`src/rtl/cve2_lsu_resp_align_pkg.sv`:
```
// Shared types for the LSU response collector: FSM states, data-type encoding
// and the misaligned-split rule.
package cve2_lsu_resp_align_pkg;

    localparam int unsigned DATA_W = 32;

    typedef enum logic [1:0] {
        IDLE        = 2'b00,
        WAIT_FIRST  = 2'b01,
        WAIT_SECOND = 2'b10
    } lsu_resp_state_e;

    // 2'b1x is byte
    localparam logic [1:0] TYPE_WORD = 2'b00;
    localparam logic [1:0] TYPE_HALF = 2'b01;

    function automatic logic needs_split(input logic [1:0] dtype, input logic [1:0] offset);
        return ((dtype == TYPE_WORD) && (offset != 2'd0)) ||
               ((dtype == TYPE_HALF) && (offset == 2'd3));
    endfunction

endpackage

```
`src/rtl/cve2_lsu_resp_align_load_extend.sv`:
```
// Combinational load-data alignment and sign/zero extension.
module cve2_load_extend
    import cve2_lsu_resp_align_pkg::*;
(
    input  logic [1:0]        i_type,
    input  logic              i_sign_ext,
    input  logic [1:0]        i_offset,
    input  logic              i_split,
    input  logic [DATA_W-1:0] i_partial,
    input  logic [DATA_W-1:0] i_rdata,
    output logic [DATA_W-1:0] o_data
);

    logic [4:0]        w_shr;
    logic [4:0]        w_shl;
    logic [DATA_W-1:0] w_field;

    assign w_shr = {i_offset, 3'b000};
    // Second beat fills in above the partial; offset 0 never splits
    assign w_shl = 5'(6'd32 - 6'({i_offset, 3'b000}));

    assign w_field = i_split ? (i_partial | (i_rdata << w_shl)) : (i_rdata >> w_shr);

    always_comb begin
        o_data = w_field;
        case (i_type)
            TYPE_WORD: o_data = w_field;
            TYPE_HALF: o_data = {{16{i_sign_ext & w_field[15]}}, w_field[15:0]};
            default:   o_data = {{24{i_sign_ext & w_field[7]}}, w_field[7:0]};
        endcase
    end

endmodule

```
`src/rtl/cve2_lsu_resp_align.sv`:
```
// Tracks one outstanding LSU transaction, merges split responses and delivers
// a registered single-cycle result to writeback.
module cve2_lsu_resp_align
    import cve2_lsu_resp_align_pkg::*;
(
    input  logic              clk_i,
    input  logic              rst_i,
    input  logic              lsu_req_i,
    input  logic              lsu_we_i,
    input  logic [1:0]        lsu_type_i,
    input  logic              lsu_sign_ext_i,
    input  logic [1:0]        lsu_addr_offset_i,
    input  logic              data_rvalid_i,
    input  logic [DATA_W-1:0] data_rdata_i,
    input  logic              data_err_i,
    output logic              ready_o,
    output logic              busy_o,
    output logic [DATA_W-1:0] rf_wdata_lsu_o,
    output logic              rf_we_lsu_o,
    output logic              lsu_resp_valid_o,
    output logic              lsu_resp_err_o
);

    lsu_resp_state_e   r_state;
    lsu_resp_state_e   w_state_nxt;
    logic              r_we;
    logic [1:0]        r_type;
    logic              r_sign_ext;
    logic [1:0]        r_offset;
    logic              r_split;
    logic [DATA_W-1:0] r_partial;
    logic              r_err1;
    logic              r_resp_valid;
    logic              r_resp_err;
    logic              r_rf_we;
    logic [DATA_W-1:0] r_rf_wdata;

    logic              w_accept;
    logic              w_first;
    logic              w_finish;
    logic              w_err_nxt;
    logic              w_we_nxt;
    logic [DATA_W-1:0] w_wdata_nxt;
    logic [DATA_W-1:0] w_ext;
    logic [DATA_W-1:0] w_partial_nxt;

    assign w_partial_nxt = data_rdata_i >> {r_offset, 3'b000};

    cve2_load_extend u_load_extend (
        .i_type     (r_type),
        .i_sign_ext (r_sign_ext),
        .i_offset   (r_offset),
        .i_split    (r_split),
        .i_partial  (r_partial),
        .i_rdata    (data_rdata_i),
        .o_data     (w_ext)
    );

    always_ff @(posedge clk_i) begin
        if (rst_i) begin
            r_state <= IDLE;
        end else begin
            r_state <= w_state_nxt;
        end
    end

    always_comb begin
        w_state_nxt = r_state;
        w_accept    = 1'b0;
        w_first     = 1'b0;
        w_finish    = 1'b0;
        case (r_state)
            IDLE: begin
                if (lsu_req_i) begin
                    w_accept    = 1'b1;
                    w_state_nxt = WAIT_FIRST;
                end
            end
            WAIT_FIRST: begin
                if (data_rvalid_i) begin
                    if (r_split) begin
                        w_first     = 1'b1;
                        w_state_nxt = WAIT_SECOND;
                    end else begin
                        w_finish    = 1'b1;
                        w_state_nxt = IDLE;
                    end
                end
            end
            WAIT_SECOND: begin
                if (data_rvalid_i) begin
                    w_finish    = 1'b1;
                    w_state_nxt = IDLE;
                end
            end
            default: w_state_nxt = IDLE;
        endcase
        w_err_nxt   = w_finish & (r_err1 | data_err_i);
        w_we_nxt    = w_finish & ~r_we & ~w_err_nxt;
        w_wdata_nxt = w_we_nxt ? w_ext : '0;
    end

    // Capture registers and first-beat partial data
    always_ff @(posedge clk_i) begin
        if (rst_i) begin
            r_we       <= 1'b0;
            r_type     <= TYPE_WORD;
            r_sign_ext <= 1'b0;
            r_offset   <= 2'd0;
            r_split    <= 1'b0;
            r_partial  <= '0;
            r_err1     <= 1'b0;
        end else if (w_accept) begin
            r_we       <= lsu_we_i;
            r_type     <= lsu_type_i;
            r_sign_ext <= lsu_sign_ext_i;
            r_offset   <= lsu_addr_offset_i;
            r_split    <= needs_split(lsu_type_i, lsu_addr_offset_i);
            r_partial  <= '0;
            r_err1     <= 1'b0;
        end else if (w_first) begin
            r_partial  <= w_partial_nxt;
            r_err1     <= data_err_i;
        end
    end

    always_ff @(posedge clk_i) begin
        if (rst_i) begin
            r_resp_valid <= 1'b0;
            r_resp_err   <= 1'b0;
            r_rf_we      <= 1'b0;
            r_rf_wdata   <= '0;
        end else begin
            r_resp_valid <= w_finish;
            r_resp_err   <= w_err_nxt;
            r_rf_we      <= w_we_nxt;
            r_rf_wdata   <= w_wdata_nxt;
        end
    end

    assign ready_o          = (r_state == IDLE);
    assign busy_o           = (r_state != IDLE);
    assign lsu_resp_valid_o = r_resp_valid;
    assign lsu_resp_err_o   = r_resp_err;
    assign rf_we_lsu_o      = r_rf_we;
    assign rf_wdata_lsu_o   = r_rf_wdata;

endmodule

```
`config.mk`:
```
export PLATFORM = sky130hd
export DESIGN_NAME = cve2_lsu_resp_align
export DESIGN_NICKNAME = d
export VERILOG_FILES = /design/src/rtl/cve2_lsu_resp_align_pkg.sv /design/src/rtl/cve2_lsu_resp_align_load_extend.sv /design/src/rtl/cve2_lsu_resp_align.sv
export SDC_FILE = /design/constraint.sdc
export NUM_CORES = 1
export LEC_CHECK = 0
export ABC_CLOCK_PERIOD_IN_PS = 2690
export BUFFER_PORTS_ARGS = -buffer_cell sky130_fd_sc_hd__buf_2
export CAP_MARGIN = 10
export CORE_UTILIZATION = 49
export DETAILED_ROUTE_END_ITERATION = 16
export GPL_TIMING_DRIVEN = 0
export PLACE_DENSITY = 0.72
export SYNTH_ARGS = -nofsm -noshare
export SYNTH_HDL_FRONTEND = slang
export SYNTH_SLANG_ARGS = --single-unit
```
`constraint.sdc`:
```
create_clock -name clk_i -period 2.69 [get_ports clk_i]
set_clock_uncertainty 0.15 [all_clocks]
set_input_delay 0.538 -clock clk_i [delete_from_list [all_inputs] [get_ports clk_i]]
set_output_delay 0.538 -clock clk_i [all_outputs]
set_load 0.005 [all_outputs]
```
# --- Word-level counts from Yosys, hierarchy flattened ---
# Index checks and enable logic that the tools add are counted.
totals:
  inputBits: 43
  output_inout_bits: 37
  wordCells: 60
  regBits: 77
classes:
  bitwise: 10
  muxes: 16
  reduce_logical: 11
  n_addsub: 1
  shift: 2
  n_eq_ne: 8
ops:
  columns: ["operator", "count"]
  rows:
  - ["32-bit case mux with 2 select lines", 1]
  - ["32-bit two-way mux", 1]
  - ["32-bit bitwise OR", 1]
  - ["32-bit by 5-bit left shift with 32-bit output", 1]
  - ["32-bit by 5-bit >> shifter with 32-bit output", 1]
  - ["1-bit two-way mux", 8]
  - ["2-bit two-way mux", 4]
  - ["2-bit by 1-bit equality test with 1-bit output (second input constant)", 3]
  - ["2-bit logical NOT", 3]
  - ["2-bit inequality test (second input constant)", 3]
  - ["2-bit case mux with 3 select lines", 1]
  - ["1-bit bitwise AND", 5]
  - ["1-bit by 5-bit subtractor with 5-bit output (first input constant)", 1]
  - ["2-bit equality test (second input constant)", 2]
  - ["2-bit nonzero test", 2]
  - ["2-bit OR reduction", 2]
  - ["1-bit inverter", 3]
  - ["3-bit AND reduction", 1]
  - ["1-bit logical AND", 2]
  - ["1-bit case mux with 2 select lines", 1]
  - ["1-bit logical OR", 1]
  - ["1-bit bitwise OR", 1]

# --- Longest topological paths before layout ---
# Gate-level depths: netlist of run 1.
depth:
  depth_word: 8
  mapped_depth: 9
  ltp_nobuf: 8

# --- By module ---
# Synthesis of run 1 repeated with hierarchy kept, for this count alone.
hier_totals:
  cells_unflattened: 517
  area_unflattened_um2: 4604.4
modules_own_cells:
  columns: ["module", "area_per_inst_um2", "instances", "seq_area_each_um2", "cells_per_inst"]
  rows:
  - ["cve2_lsu_resp_align", 2971.6, 1, 1541.5, 301]
  - ["cve2_load_extend", 1632.8, 1, 0.0, 216]

# --- Worst setup path before layout of run 1 ---
# No wires, ideal clock.
synth_path:
  kind: "register -> register"
  startpoint: "register r_state[1]"
  endpoint: "register r_rf_wdata[16] (netlist: rf_wdata_lsu_o[16])"
  t_required_ps: 2408
  period_less_slack_ps: 1847
  setup_slack_ps: 843
  path_buffers: 2
  stages_incl_launch_ff: 9
  arrival_time_ps: 1564
  cell_sequence: "dfxtp_1 inv_1 ha_1 nor2b_1 o211ai_1 nand2b_1 clkbuf_1 clkbuf_1 a31oi_1"
synth_via:
  elab_chain_cells: 7
  elab_cells_between_ends: 9
  classes_between: "eq/ne: 2; mux: 1; bitwise: 5; reduce/logical: 1"
synth_rtl:
  columns: ["element", "line", "source"]
  rows:
  - ["start: declaration", "cve2_lsu_resp_align.sv:24", "lsu_resp_state_e r_state;"]
  - ["start signal: assignment", "cve2_lsu_resp_align.sv:63", "r_state <= w_state_nxt;"]
  - ["2-bit equality test or 2-bit by 1-bit equality test with 1-bit output (tied branches)", "cve2_lsu_resp_align.sv:72", "case (r_state)"]
  - ["1-bit case mux with 2 select lines (*)", "cve2_lsu_resp_align.sv:72", null]
  - ["1-bit bitwise AND", "cve2_lsu_resp_align.sv:98", "w_err_nxt = w_finish & (r_err1 | data_err_i);"]
  - ["1-bit inverter", "cve2_lsu_resp_align.sv:99", "w_we_nxt = w_finish & ~r_we & ~w_err_nxt;"]
  - ["1-bit bitwise AND (*)", "cve2_lsu_resp_align.sv:99", null]
  - ["1-bit inverter (no source line) (*)", null, null]
  - ["2-bit OR reduction (no source line) (*)", null, null]
  - ["end signal: assignment", "cve2_lsu_resp_align.sv:137", "r_rf_wdata <= w_wdata_nxt;"]
  - ["end: declaration", "cve2_lsu_resp_align.sv:36", "logic [DATA_W-1:0] r_rf_wdata;"]
# Every way passes the cells marked *; elsewhere a longest branch is shown, timed or not.
# A chain may end at the register's enable or synchronous reset.

# --- Worst setup path in the final report of run 1 ---
layout_path:
  startpoint: "register r_state[0]"
  endpoint: "register r_partial[11]"
layout_via:
  elab_chain_cells: 3
  elab_cells_between_ends: 5
  classes_between: "eq/ne: 1; mux: 2; reduce/logical: 2"
layout_rtl:
  columns: ["element", "line", "source"]
  rows:
  - ["2-bit logical NOT", "cve2_lsu_resp_align.sv:72", null]
  - ["1-bit two-way mux", "cve2_lsu_resp_align.sv:72", null]
  - ["2-bit OR reduction (no source line)", null, null]
  - ["end signal: assignment", "cve2_lsu_resp_align.sv:122", "r_partial <= w_partial_nxt;"]
  - ["end: declaration", "cve2_lsu_resp_align.sv:31", "logic [DATA_W-1:0] r_partial;"]
# Several ways; a longest one is shown, not always the timed one.

==> tab_implementation.tex, run 1 <==
\begin{tabular}{lr}
\hline
Metric & Value \\
\hline
\multicolumn{2}{l}{\textbf{Outcome}} \\
Outcome & finished, final reports clean \\
\multicolumn{2}{l}{\textbf{Clock network}} \\
Post-CTS Setup Repair Bufs & 0 \\
Cts hold-fix bufs & 0 \\
Cts bufs inserted & 9 \\
Clk sinks & 77 \\
Source-to-sink clock delay at the later pin of the worst-skew pair & 0.36 ns \\
CTS root buffer & sky130\_fd\_sc\_hd\_\_clkbuf\_8 \\
Total number of H-tree levels & 3 \\
Clock transition at the register clock pins on the worst setup and hold paths after CTS & 0.08 ns \\
CTS max path bufs & 2 \\
CTS tree & yes \\
Number of resized instances in the post-cts repair step & 0 \\
\multicolumn{2}{l}{\textbf{Yosys}} \\
Most frequent cells after synthesis & sky130\_fd\_sc\_hd\_\_dfxtp\_1, sky130\_fd\_sc\_hd\_\_a21oi\_1, sky130\_fd\_sc\_hd\_\_nand2\_1 \\
Post-synth EDFFs & 0 \\
Largest cells by area after synthesis & sky130\_fd\_sc\_hd\_\_dfxtp\_1, sky130\_fd\_sc\_hd\_\_mux2i\_1, sky130\_fd\_sc\_hd\_\_a21oi\_1 \\
Post-synth top area share & 38.3\% \\
Number of cells produced by synthesis & 477 \\
Number of synthesized register bits & 77 \\
Share of flip-flops with an asynchronous set or reset after synthesis & 0\% \\
Library cells used by synthesis & 47 \\
Sequential fraction of the synthesis area & 38.3\% \\
Cell type contributing the most total cell area after synthesis & sky130\_fd\_sc\_hd\_\_dfxtp\_1 \\
Synthesized area per cell & 8.43 um\^{}2 \\
Main flop type after synthesis & sky130\_fd\_sc\_hd\_\_dfxtp\_1 \\
Ys Warns & 0 \\
Most frequently used cell type in the post-synthesis netlist & sky130\_fd\_sc\_hd\_\_dfxtp\_1 \\
Netlist Area Pre-Place & 0.00402 mm\^{}2 \\
Synthesized net count & 523 \\
\multicolumn{2}{l}{\textbf{Detailed routing}} \\
Number of iterations in the first detailed-routing pass & 5 \\
Post-detailed-route wirelength per cell & 20.1 um \\
Number of nets with antenna violations after detailed routing & 0 \\
Number of vias per cell after detailed routing & 5.99 \\
DRC violation total after the first TritonRoute iteration & 294 \\
DRC violations left & 0 \\
Final wirelength & 13.5 mm \\
Via count & 4025 \\
\multicolumn{2}{l}{\textbf{Global route}} \\
Total overflow reported by the global router & 0 \\
Via count of the first global-routing pass & 3872 \\
GR Util met2 & 49.1\% \\
Global-route wire length before repair & 21.2 mm \\
M1 GR Usage & 45.4\% \\
Overall routing resource usage & 32.8\% \\
Maximum number of pins on one net before global-route repair & 13 \\
Antenna violations before repair & 0 \\
Met3 usage in global routing & 8.13\% \\
Most Crowded Layer GR & met2 \\
\multicolumn{2}{l}{\textbf{Timing}} \\
Setup repair after global routing missed its margin & no \\
Max-slew headroom at the worst pin & 54.9\% \\
Slew of the pin with the lowest slew margin & 0.677 ns \\
Final hold slack & 0.274 ns \\
Hold violation total from the final report & 0 \\
Final worst path period need & 2.33 ns \\
Fraction of the cycle the final worst path needs & 86.7\% \\
FMAX & 0.429 GHz \\
Number of setup violations in the final report & 0 \\
Setup tns final & 0 ns \\
Count of pins over their slew limit & 0 \\
\multicolumn{2}{l}{\textbf{Place}} \\
Cell total after placement & 657 \\
Weighted congestion reported at the end of routability-driven placement & 0.919 \\
Placed wire-length estimate after detailed placement & 10.5 mm \\
\# port buffers & 78 \\
\multicolumn{2}{l}{\textbf{Floorplanning}} \\
Total die area & 0.00857 mm\^{}2 \\
Die boundary height & 92.6 um \\
Initial core utilization & 51.2\% \\
Area of the core & 0.00785 mm\^{}2 \\
Overall die width & 92.6 um \\
Top-level I/O count & 80 \\
Standard-cell row count & 32 \\
\multicolumn{2}{l}{\textbf{Layout}} \\
Fillers & 757 \\
Fraction of layout cells with a size suffix above 1 & 22.6\% \\
Diodes inserted & 0 \\
Area growth syn-to-layout & 17.4\% \\
Post-layout utilization of the core & 60.1\% \\
Number of nets in the layout & 612 \\
Fin cells & 672 \\
\multicolumn{2}{l}{\textbf{Worst setup path}} \\
Slowest cell delay on critical path & 0.55 ns \\
Critical Path End Type & register \\
Critical path, cell by cell & inv\_1 > ha\_1 > buf\_2 > nand2\_1 > nand2b\_1 > clkbuf\_1 > clkbuf\_1 > a211oi\_1 \\
Cell class contributing the biggest share of worst-path delay & buffers and inverters \\
Reg-to-reg critical path startpoint & r\_state[0] \\
Kind of start point of the critical path & register \\
Worst Path Max Fanout & 10 \\
Total buffers and inverters traversed by the critical path & 4 \\
Depth of the worst register-to-register path & 8 \\
Worst-case register-to-register setup slack & 0.36 ns \\
Cell mode on critical path & sky130\_fd\_sc\_hd\_\_clkbuf\_1 \\
R2R Path End & r\_partial[11] \\
WP data arrival & 2.39 ns \\
Crit Path Category & reg2reg \\
Max stage delay cell, worst path & sky130\_fd\_sc\_hd\_\_clkbuf\_1 \\
Required time of the worst setup path & 2.74 ns \\
\multicolumn{2}{l}{\textbf{Pwr}} \\
Total Power & 2.46 mW \\
Pwr dens & 521 mW/mm\^{}2 \\
Maximum resistive drop on vdd & 0.000291 V \\
Total leakage power & 1.87 nW \\
\multicolumn{2}{l}{\textbf{Min path}} \\
Type of the tightest min-delay check & in2reg \\
Min-delay src & data\_err\_i \\
Hold depth & 3 \\
End of the worst hold path & lsu\_resp\_err\_o \\
\multicolumn{2}{l}{\textbf{Job}} \\
Count of max-cap constraint violations & 0 \\
\hline
\end{tabular}
==> worst max path at each step <==
stage,startpoint,to,slack [ns],depth (start not counted)
floorplan,r_state[1],rf_wdata_lsu_o[16],0.84,8
global placement,rst_i,r_partial[12],0.33,6
detailed placement,rst_i,r_partial[1],0.35,6
CTS,r_state[1],rf_wdata_lsu_o[16],0.40,8
global route,r_state[0],r_partial[2],0.15,8
finish,r_state[0],r_partial[11],0.36,8
==> layer usage <==
metal	vias to the layer above	wire length [um]	part of all wire (%)
li1	1920	-	-
met4	0	366	2.7
met5	-	0	0
met3	29	1230	9.1
met2	193	5920	44
met1	1883	6000	44
==> area by class of cell <==
cell class	instances	area, um^2	share of cell area, %
buffer	47	263	5.57
clock inverter	5	52.6	1.11
timing repair buffer	78	390	8.27
inverter	15	56.3	1.19
sequential	77	1540	32.7
clock buffer	10	128	2.70
multi-input combinational	338	2160	45.8
tap	102	128	2.70
==> registers in the layout, indices dropped and copies added (netlist names) <==
name and cells:
rf_we_lsu_o 1, r_state 2, r_split 1, lsu_resp_valid_o 1, rf_wdata_lsu_o 32, r_type 2
r_err1 1, r_offset 2, r_sign_ext 1, r_we 1, lsu_resp_err_o 1, r_partial 32
==> placed cells by master, fill, tap and decap left out, types with 2 or more instances in the layout <==
cell type	synthesis	final
sky130_fd_sc_hd__buf_2	20	98
sky130_fd_sc_hd__dfxtp_1	77	77
sky130_fd_sc_hd__a21oi_1	50	50
sky130_fd_sc_hd__nand2_1	41	41
sky130_fd_sc_hd__nor2_1	31	31
sky130_fd_sc_hd__nand3_1	30	30
sky130_fd_sc_hd__mux2i_1	29	29
sky130_fd_sc_hd__a211oi_1	28	28
sky130_fd_sc_hd__clkbuf_1	16	17
sky130_fd_sc_hd__a31oi_1	16	16
sky130_fd_sc_hd__inv_1	15	15
sky130_fd_sc_hd__o2bb2ai_1	14	14
sky130_fd_sc_hd__or3b_1	14	14
sky130_fd_sc_hd__and3_1	9	9
sky130_fd_sc_hd__nor3_1	9	9
sky130_fd_sc_hd__clkbuf_8	0	9
sky130_fd_sc_hd__a22o_1	7	7
sky130_fd_sc_hd__nor4_1	7	7
sky130_fd_sc_hd__a41oi_1	7	7
sky130_fd_sc_hd__o21ai_1	7	7
sky130_fd_sc_hd__buf_6	4	4
sky130_fd_sc_hd__nor2b_1	4	4
sky130_fd_sc_hd__buf_4	4	4
sky130_fd_sc_hd__nand2b_1	4	4
sky130_fd_sc_hd__nand3b_1	3	3
sky130_fd_sc_hd__ha_1	3	3
sky130_fd_sc_hd__clkinv_2	0	3
sky130_fd_sc_hd__o211ai_2	2	2
sky130_fd_sc_hd__a2111o_1	2	2
sky130_fd_sc_hd__o211ai_1	2	2
sky130_fd_sc_hd__buf_1	2	2
sky130_fd_sc_hd__o21ai_0	2	2
sky130_fd_sc_hd__a22oi_1	2	2
==> where the power goes <==
part | total, mW | switching [mW] | internal, mW
sequential | 1.16 | 0.00854 | 1.15
combinational | 0.462 | 0.296 | 0.167
clock | 0.837 | 0.418 | 0.419
==> metrics by stage <==
step / instance area, um^2 / worst slack, ns
4_1_cts: 4720 / 0.398
5_1_grt: 4720 / 0.150
6_report: 4720 / 0.357
2_1_floorplan: 4020 / 0.843
3_3_place_gp: 4540 / 0.327
3_5_place_dp: 4540 / 0.349
==> cells by family (layout without fill, tap and decap cells) <==
group                    count (synthesis)  after routing  synth area share [%]
multiplexers                            30             30                  7.78
AND/OR/NAND/NOR                        157            157                  19.9
adder cells (fa/ha/maj)                  4              4                  1.18
buffers and inverters                   62            155                  7.93
AO/OA/AOI/OAI                          147            147                  24.8
flip-flops                              77             77                  38.3
==> tightest hold or removal path: cells and delay by family <==
kind	cells	cell delay, ns
simple gates	2	0.11
buf+inv	1	0.10
(Power assumes the default switching activity.)
==> run 2: changes to the inputs <==
Settings changed: ABC_AREA from default to 1.
==> run 2 against run 1 <==
Combinational power is 85% higher; register-to-register slack better by 0.12 ns; first-iteration DRC count up 30%; die area grew 3.8%; critical endpoint is now r_partial[29]; sequential power about the same; worst setup slack better by 0.12 ns; via count increased by 21%; hold slack improved by 0.0057 ns; critical path depth unchanged; final cell count is 28% higher; highest routed layer unchanged; critical path type unchanged.
==> tab_implementation.tex, run 2 <==
\begin{tabular}{lr}
\hline
Metric & Value \\
\hline
\multicolumn{2}{l}{\textbf{Floorplanning}} \\
Initial core utilization & 50.9\% (-0.38 points) \\
Die boundary height & 94.4 um (+1.9\%) \\
Total die area & 0.00890 mm\^{}2 (+3.8\%) \\
Top-level I/O count & 80 (unchanged) \\
Standard-cell row count & 33 (+3.1\%) \\
Area of the core & 0.00822 mm\^{}2 (+4.7\%) \\
Overall die width & 94.4 um (+1.9\%) \\
\multicolumn{2}{l}{\textbf{Clock network}} \\
CTS max path bufs & 2 (unchanged) \\
Clock transition at the register clock pins on the worst setup and hold paths after CTS & 0.09 ns (about the same) \\
Number of resized instances in the post-cts repair step & 0 (unchanged) \\
Clk sinks & 77 (unchanged) \\
CTS tree & yes \\
Total number of H-tree levels & 3 (unchanged) \\
Post-CTS Setup Repair Bufs & 0 (unchanged) \\
CTS root buffer & sky130\_fd\_sc\_hd\_\_clkbuf\_8 \\
Cts hold-fix bufs & 0 (unchanged) \\
Cts bufs inserted & 9 (unchanged) \\
Source-to-sink clock delay at the later pin of the worst-skew pair & 0.37 ns (about the same) \\
\multicolumn{2}{l}{\textbf{Global route}} \\
Total overflow reported by the global router & 0 (unchanged) \\
Global-route wire length before repair & 23.5 mm (+11\%) \\
Antenna violations before repair & 0 (unchanged) \\
Maximum number of pins on one net before global-route repair & 14 (+1) \\
Overall routing resource usage & 35.7\% (+2.9 points) \\
Via count of the first global-routing pass & 4494 (+16\%) \\
\multicolumn{2}{l}{\textbf{Pwr}} \\
Sequential Power Share & 38.9\% (-8.3 points) \\
Share of total power consumed by net switching & 35.6\% (+6.2 points) \\
Psw & 1.08 mW (+49\%) \\
Clock network fraction of design power & 32.8\% (-1.2 points) \\
Share of power burned in combinational logic & 28.3\% (+9.5 points) \\
Cell Int Power & 1.95 mW (+12\%) \\
Total leakage power & 2.71 nW (+45\%) \\
Maximum resistive drop on vdd & 0.000365 V (+25\%) \\
Pwr dens & 614 mW/mm\^{}2 (+18\%) \\
\multicolumn{2}{l}{\textbf{Worst setup path}} \\
Cell mode on critical path & sky130\_fd\_sc\_hd\_\_inv\_1 \\
Required time of the worst setup path & 2.84 ns (+0.10 ns) \\
Slowest cell delay on critical path & 0.49 ns (-0.06 ns) \\
Critical Path End Type & register \\
R2R Path End & r\_partial[29] \\
Worst Path Max Fanout & 10 (unchanged) \\
Max stage delay cell, worst path & sky130\_fd\_sc\_hd\_\_clkbuf\_1 \\
Kind of start point of the critical path & register \\
Critical path, cell by cell & inv\_1 > ha\_1 > nand2\_1 > inv\_1 > nor2\_1 > clkbuf\_1 > o21ai\_0 > a21oi\_1 \\
Depth of the worst register-to-register path & 8 (unchanged) \\
Crit Path Category & reg2reg \\
WP data arrival & 2.36 ns (-0.03 ns) \\
Cell class contributing the biggest share of worst-path delay & buffers and inverters \\
Worst-case register-to-register setup slack & 0.48 ns (+0.12 ns) \\
Total buffers and inverters traversed by the critical path & 3 (-1) \\
Reg-to-reg critical path startpoint & r\_state[0] \\
\multicolumn{2}{l}{\textbf{Timing}} \\
Count of pins over their slew limit & 0 (unchanged) \\
Number of setup violations in the final report & 0 (unchanged) \\
Setup slack of the critical path after layout & 0.478 ns (+0.121 ns) \\
Setup repair after global routing missed its margin & no \\
FMAX & 0.452 GHz (+5.5\%) \\
Fraction of the cycle the final worst path needs & 82.2\% (-4.5 points) \\
Slew of the pin with the lowest slew margin & 0.862 ns (+0.185 ns) \\
Final hold slack & 0.280 ns (+0.00565 ns) \\
Hold violation total from the final report & 0 (unchanged) \\
Setup tns final & 0 ns (unchanged) \\
Final worst path period need & 2.21 ns (-0.121 ns) \\
Max-slew headroom at the worst pin & 42.3\% (-13 points) \\
\multicolumn{2}{l}{\textbf{Detailed routing}} \\
Number of nets with antenna violations after detailed routing & 0 (unchanged) \\
Via count & 4880 (+21\%) \\
DRC violation total after the first TritonRoute iteration & 383 (+30\%) \\
Number of vias per cell after detailed routing & 5.66 (-5.5\%) \\
DRC violations left & 0 (unchanged) \\
Post-detailed-route wirelength per cell & 17.7 um (-12\%) \\
Number of iterations in the first detailed-routing pass & 6 (+1) \\
Final wirelength & 15.2 mm (+13\%) \\
\multicolumn{2}{l}{\textbf{Yosys}} \\
Post-synth top area share & 36.9\% (-1.4 points) \\
Ys Warns & 0 (unchanged) \\
Number of cells produced by synthesis & 662 (+39\%) \\
Post-synth EDFFs & 0 (unchanged) \\
Cell type contributing the most total cell area after synthesis & sky130\_fd\_sc\_hd\_\_dfxtp\_1 \\
Number of synthesized register bits & 77 (unchanged) \\
Most frequently used cell type in the post-synthesis netlist & sky130\_fd\_sc\_hd\_\_nand2\_1 \\
Largest cells by area after synthesis & sky130\_fd\_sc\_hd\_\_dfxtp\_1, sky130\_fd\_sc\_hd\_\_nand2\_1, sky130\_fd\_sc\_hd\_\_nand3\_1 \\
Library cells used by synthesis & 26 (-45\%) \\
Main flop type after synthesis & sky130\_fd\_sc\_hd\_\_dfxtp\_1 \\
Most frequent cells after synthesis & sky130\_fd\_sc\_hd\_\_nand2\_1, sky130\_fd\_sc\_hd\_\_nand3\_1, sky130\_fd\_sc\_hd\_\_dfxtp\_1 \\
Synthesized net count & 708 (+35\%) \\
Netlist Area Pre-Place & 0.00418 mm\^{}2 (+3.9\%) \\
Synthesized area per cell & 6.31 um\^{}2 (-25\%) \\
Sequential fraction of the synthesis area & 36.9\% (-1.4 points) \\
Share of flip-flops with an asynchronous set or reset after synthesis & 0\% (unchanged) \\
\multicolumn{2}{l}{\textbf{Min path}} \\
Hold depth & 2 (-1) \\
Min-delay src & rst\_i \\
Type of the tightest min-delay check & in2reg \\
End of the worst hold path & r\_state[0] \\
\multicolumn{2}{l}{\textbf{Place}} \\
Placed wire-length estimate after detailed placement & 11.2 mm (+7.1\%) \\
Placement Cell Area & 0.00471 mm\^{}2 (+3.7\%) \\
\# port buffers & 79 (+1.3\%) \\
Cell total after placement & 846 (+29\%) \\
Worst slack at placement & 0.570 ns (+0.221 ns) \\
Weighted congestion reported at the end of routability-driven placement & 0.939 (+2.2\%) \\
\multicolumn{2}{l}{\textbf{Layout}} \\
Final standard cell area without fillers & 0.00492 mm\^{}2 (+4.3\%) \\
Leading cell type in the layout, fill and taps excluded & sky130\_fd\_sc\_hd\_\_nand2\_1 \\
Diodes inserted & 0 (unchanged) \\
Area growth syn-to-layout & 17.8\% \\
Number of nets in the layout & 798 (+30\%) \\
Fraction of layout cells with a size suffix above 1 & 17.7\% (-4.9 points) \\
Fin cells & 862 (+28\%) \\
Highest-count cells in the layout ignoring fill and taps & sky130\_fd\_sc\_hd\_\_nand2\_1, sky130\_fd\_sc\_hd\_\_buf\_2, sky130\_fd\_sc\_hd\_\_nand3\_1 \\
\multicolumn{2}{l}{\textbf{Job}} \\
Count of max-cap constraint violations & 0 (unchanged) \\
\multicolumn{2}{l}{\textbf{Outcome}} \\
Outcome & finished, final reports clean \\
\hline
\end{tabular}
-- run 2: cell types whose count changed after synthesis, sizes merged, moves of 14 or more --
cell | previous run | this run
nand2 | 42 | 204
nand3 | 31 | 83
o21ai | 10 | 62
inv | 15 | 65
mux2i | 30 | 0
a211oi | 29 | 6
nor2 | 31 | 52
o2bb2ai | 14 | 0
or3b | 14 | 0
-- run 2: routing by layer --
| metal | global-route usage [%] | wire [um] |
|---|---|---|
| met1 | 45.9 | 6340 |
| met2 | 55.9 | 6830 |
| met3 | 7.09 | 1400 |
| met4 | 19.4 | 664 |
| met5 | 0 | 0 |
-- run 2: metrics by stage --
step	power, mW	utilization, %
CTS	3.00	59.9
floorplan	1.75	-
finish	3.02	59.9
detailed placement	2.03	57.3
global placement	2.03	57.3
global route	3.16	59.9
-- run 2: kinds of logic after synthesis --
| logic type | count (synthesis) | synth area share, % |
|---|---|---|
| AND/OR/NAND/NOR | 344 | 34.6 |
| AO/OA/AOI/OAI | 132 | 16.7 |
| buffers and inverters | 106 | 10.8 |
| flip-flops | 77 | 36.9 |
| adder cells (fa/ha/maj) | 3 | 0.898 |
-- run 2: worst max-delay path by stage --
stage	cells past startpoint	start	to
after floorplan	9	r_state[0]	r_partial[6]
after global placement	8	lsu_req_i	r_partial[6]
after detailed placement	8	r_state[0]	r_partial[10]
after CTS	8	r_state[0]	r_partial[10]
after global routing	8	r_state[0]	r_partial[12]
final	8	r_state[0]	r_partial[29]
-- run 2: power by group through the flow --
| stage | logic, mW | clock network [mW] | registers [mW] |
|---|---|---|---|
| 2_1_floorplan | 0.545 | 0 | 1.20 |
| 3_3_place_gp | 0.823 | 0 | 1.20 |
| 3_5_place_dp | 0.828 | 0 | 1.20 |
| 4_1_cts | 0.833 | 0.985 | 1.18 |
| 5_1_grt | 0.933 | 1.05 | 1.18 |
| 6_report | 0.856 | 0.990 | 1.18 |
-- run 2: layout make-up --
class | instances | area [um^2]
Buffer | 41 | 209
Sequential cell | 77 | 1540
Inverter | 65 | 244
Timing Repair Buffer | 79 | 395
Fill cell | 814 | 3290
Multi-Input combinational cell | 479 | 2180
Tap cell | 105 | 131
Clock inverter | 5 | 85.1
Clock buffer | 11 | 131
==> run 3: changes to the inputs <==
Settings changed: ABC_CLOCK_PERIOD_IN_PS 2690 to 1990, PLACE_DENSITY 0.72 to 0.75.
Clock period 2.69 ns to 1.99 ns, I/O delays scaled along.
==> run 3 against run 2 <==
Critical path depth decreased by 4; worst setup slack got worse by 0.44 ns; combinational power increased by 38%; utilization increased by 0.76 points; register-to-register slack got worse by 0.44 ns; critical endpoint is now rf_wdata_lsu_o[5]; non-clock buffer count increased by 2; first-iteration DRC count increased by 13%; largest cell class unchanged; via count increased by 0.90%; clock power increased by 37%.
==> tab_implementation.tex, run 3 (synthesis results as in run 2) <==
\begin{tabular}{lr}
\hline
Metric & Value \\
\hline
\multicolumn{2}{l}{\textbf{Outcome}} \\
Outcome & finished, final reports clean \\
\multicolumn{2}{l}{\textbf{Worst setup path}} \\
Reg-to-reg critical path startpoint & r\_offset[1] \\
Required time of the worst setup path & 2.13 ns (-0.71 ns) \\
Critical Path End Type & register \\
Crit Path Category & reg2reg \\
Beginning of the critical path & r\_offset[1] \\
WP data arrival & 2.09 ns (-0.27 ns) \\
Worst Path Max Fanout & 10 (unchanged) \\
Kind of start point of the critical path & register \\
\multicolumn{2}{l}{\textbf{Global route}} \\
Total overflow reported by the global router & 0 (unchanged) \\
Global-route wire length before repair & 23.6 mm (+0.38\%) \\
Antenna violations before repair & 0 (unchanged) \\
Overall routing resource usage & 35.9\% (+0.22 points) \\
Maximum number of pins on one net before global-route repair & 15 (+1) \\
Via count of the first global-routing pass & 4512 (+0.40\%) \\
\multicolumn{2}{l}{\textbf{Floorplanning}} \\
Standard-cell row count & 33 (unchanged) \\
Overall die width & 94.4 um (unchanged) \\
Top-level I/O count & 80 (unchanged) \\
Initial core utilization & 50.9\% (unchanged) \\
Area of the core & 0.00822 mm\^{}2 (unchanged) \\
Die boundary height & 94.4 um (unchanged) \\
Total die area & 0.00890 mm\^{}2 (unchanged) \\
\multicolumn{2}{l}{\textbf{Detailed routing}} \\
Final wirelength & 15.6 mm (+2.1\%) \\
Number of vias per cell after detailed routing & 5.70 (+0.67\%) \\
DRC violation total after the first TritonRoute iteration & 432 (+13\%) \\
DRC violations left & 0 (unchanged) \\
Number of iterations in the first detailed-routing pass & 5 (-1) \\
Number of nets with antenna violations after detailed routing & 0 (unchanged) \\
Via count & 4924 (+0.90\%) \\
Post-detailed-route wirelength per cell & 18.0 um (+1.9\%) \\
\multicolumn{2}{l}{\textbf{Clock network}} \\
Source-to-sink clock delay at the later pin of the worst-skew pair & 0.37 ns (about the same) \\
CTS root buffer & sky130\_fd\_sc\_hd\_\_clkbuf\_8 \\
Cts hold-fix bufs & 0 (unchanged) \\
Cts bufs inserted & 9 (unchanged) \\
CTS max path bufs & 2 (unchanged) \\
Clk sinks & 77 (unchanged) \\
Total number of H-tree levels & 3 (unchanged) \\
Clock transition at the register clock pins on the worst setup and hold paths after CTS & 0.10 ns (about the same) \\
CTS tree & yes \\
\multicolumn{2}{l}{\textbf{Layout}} \\
Diodes inserted & 0 (unchanged) \\
Leading cell type in the layout, fill and taps excluded & sky130\_fd\_sc\_hd\_\_nand2\_1 \\
Number of nets in the layout & 800 (+0.25\%) \\
Post-layout utilization of the core & 60.7\% (+0.76 points) \\
Fraction of layout cells with a size suffix above 1 & 19.9\% (+2.2 points) \\
Highest-count cells in the layout ignoring fill and taps & sky130\_fd\_sc\_hd\_\_nand2\_1, sky130\_fd\_sc\_hd\_\_buf\_2, sky130\_fd\_sc\_hd\_\_nand3\_1 \\
Fillers & 869 (+6.8\%) \\
Area growth syn-to-layout & 19.3\% \\
\multicolumn{2}{l}{\textbf{Place}} \\
Placed wire-length estimate after detailed placement & 11.4 mm (+2.0\%) \\
Weighted congestion reported at the end of routability-driven placement & 0.957 (+1.9\%) \\
\# port buffers & 79 (unchanged) \\
\multicolumn{2}{l}{\textbf{Timing}} \\
Final hold slack & 0.122 ns (-0.157 ns) \\
Max-slew headroom at the worst pin & 52.0\% (+9.7 points) \\
Number of setup violations in the final report & 0 (unchanged) \\
Setup repair after global routing missed its margin & no \\
Hold violation total from the final report & 0 (unchanged) \\
Final worst path period need & 1.95 ns (-0.259 ns) \\
Count of pins over their slew limit & 0 (unchanged) \\
Setup tns final & 0 ns (unchanged) \\
Fraction of the cycle the final worst path needs & 98.1\% (+16 points) \\
FMAX & 0.512 GHz (+13\%) \\
Slew of the pin with the lowest slew margin & 0.720 ns (-0.142 ns) \\
\multicolumn{2}{l}{\textbf{Job}} \\
Count of max-cap constraint violations & 0 (unchanged) \\
\multicolumn{2}{l}{\textbf{Pwr}} \\
Pwr dens & 829 mW/mm\^{}2 (+35\%) \\
Total leakage power & 2.74 nW (+1.3\%) \\
Maximum resistive drop on vdd & 0.000481 V (+32\%) \\
\multicolumn{2}{l}{\textbf{Min path}} \\
Type of the tightest min-delay check & in2reg \\
Min-delay src & data\_err\_i \\
\hline
\end{tabular}
==> run 3: final timing paths <==
kind	to	slack, ns	depth (start not counted)
setup / recovery	rf_wdata_lsu_o[5]	0.04	4
hold / removal	lsu_resp_err_o	0.12	3
setup reg to reg	rf_wdata_lsu_o[5]	0.04	4
hold reg to reg	r_err1	0.33	2
==> run 3: worst max-delay path, stage by stage, from the launching register on <==
cell                       delay, ns
sky130_fd_sc_hd__dfxtp_1        0.38
sky130_fd_sc_hd__inv_2          0.16
sky130_fd_sc_hd__clkbuf_1       0.57
sky130_fd_sc_hd__o21ai_0        0.39
sky130_fd_sc_hd__a21oi_1        0.22
==> run 3: stage by stage <==
stage	total power [mW]	instances	cell area (um^2)	worst slack, ns
2_1_floorplan	2.36	662	4180	0.342
3_3_place_gp	2.73	846	4710	-0.0531
3_5_place_dp	2.75	846	4710	-0.193
4_1_cts	4.07	862	4940	0.0263
5_1_grt	4.29	864	4980	0.00159
6_report	4.13	864	4980	0.0374
==> run 3: timing repair <==
action | 4_1_cts | 5_1_grt
resized for setup | 7 | 15
setup buffers | 0 | 2
gates cloned | 0 | 0
endpoints found under the setup margin | 43 | 54
==> run 3: cell type report <==
cell class | count | area (um^2) | share of cell area, %
clock inverters | 7 | 97.6 | 1.96
plain buffers | 41 | 235 | 4.72
repair buffers | 81 | 410 | 8.23
clock buffers | 9 | 124 | 2.48
well taps | 105 | 131 | 2.64
multi-input cells | 479 | 2190 | 44.0
inverters | 65 | 250 | 5.02
flip-flops and latches | 77 | 1540 | 30.9
==> run 3: power by group <==
| group | total, mW | internal [mW] | switching (mW) |
|---|---|---|---|
| clock | 1.36 | 0.711 | 0.654 |
| combinational | 1.18 | 0.358 | 0.817 |
| sequential | 1.59 | 1.57 | 0.0208 |
==> run 3: per-layer routing <==
layer  global-route usage [%]  part of all wire [%]  vias up  wire [um]
li1                         -                     -     2334          -
met1                     46.3                    42     2262       6490
met2                     58.0                    45      283       7040
met3                     4.75                   8.3       45       1290
met4                     19.2                   4.7        0        737
met5                        0                     0        -          0
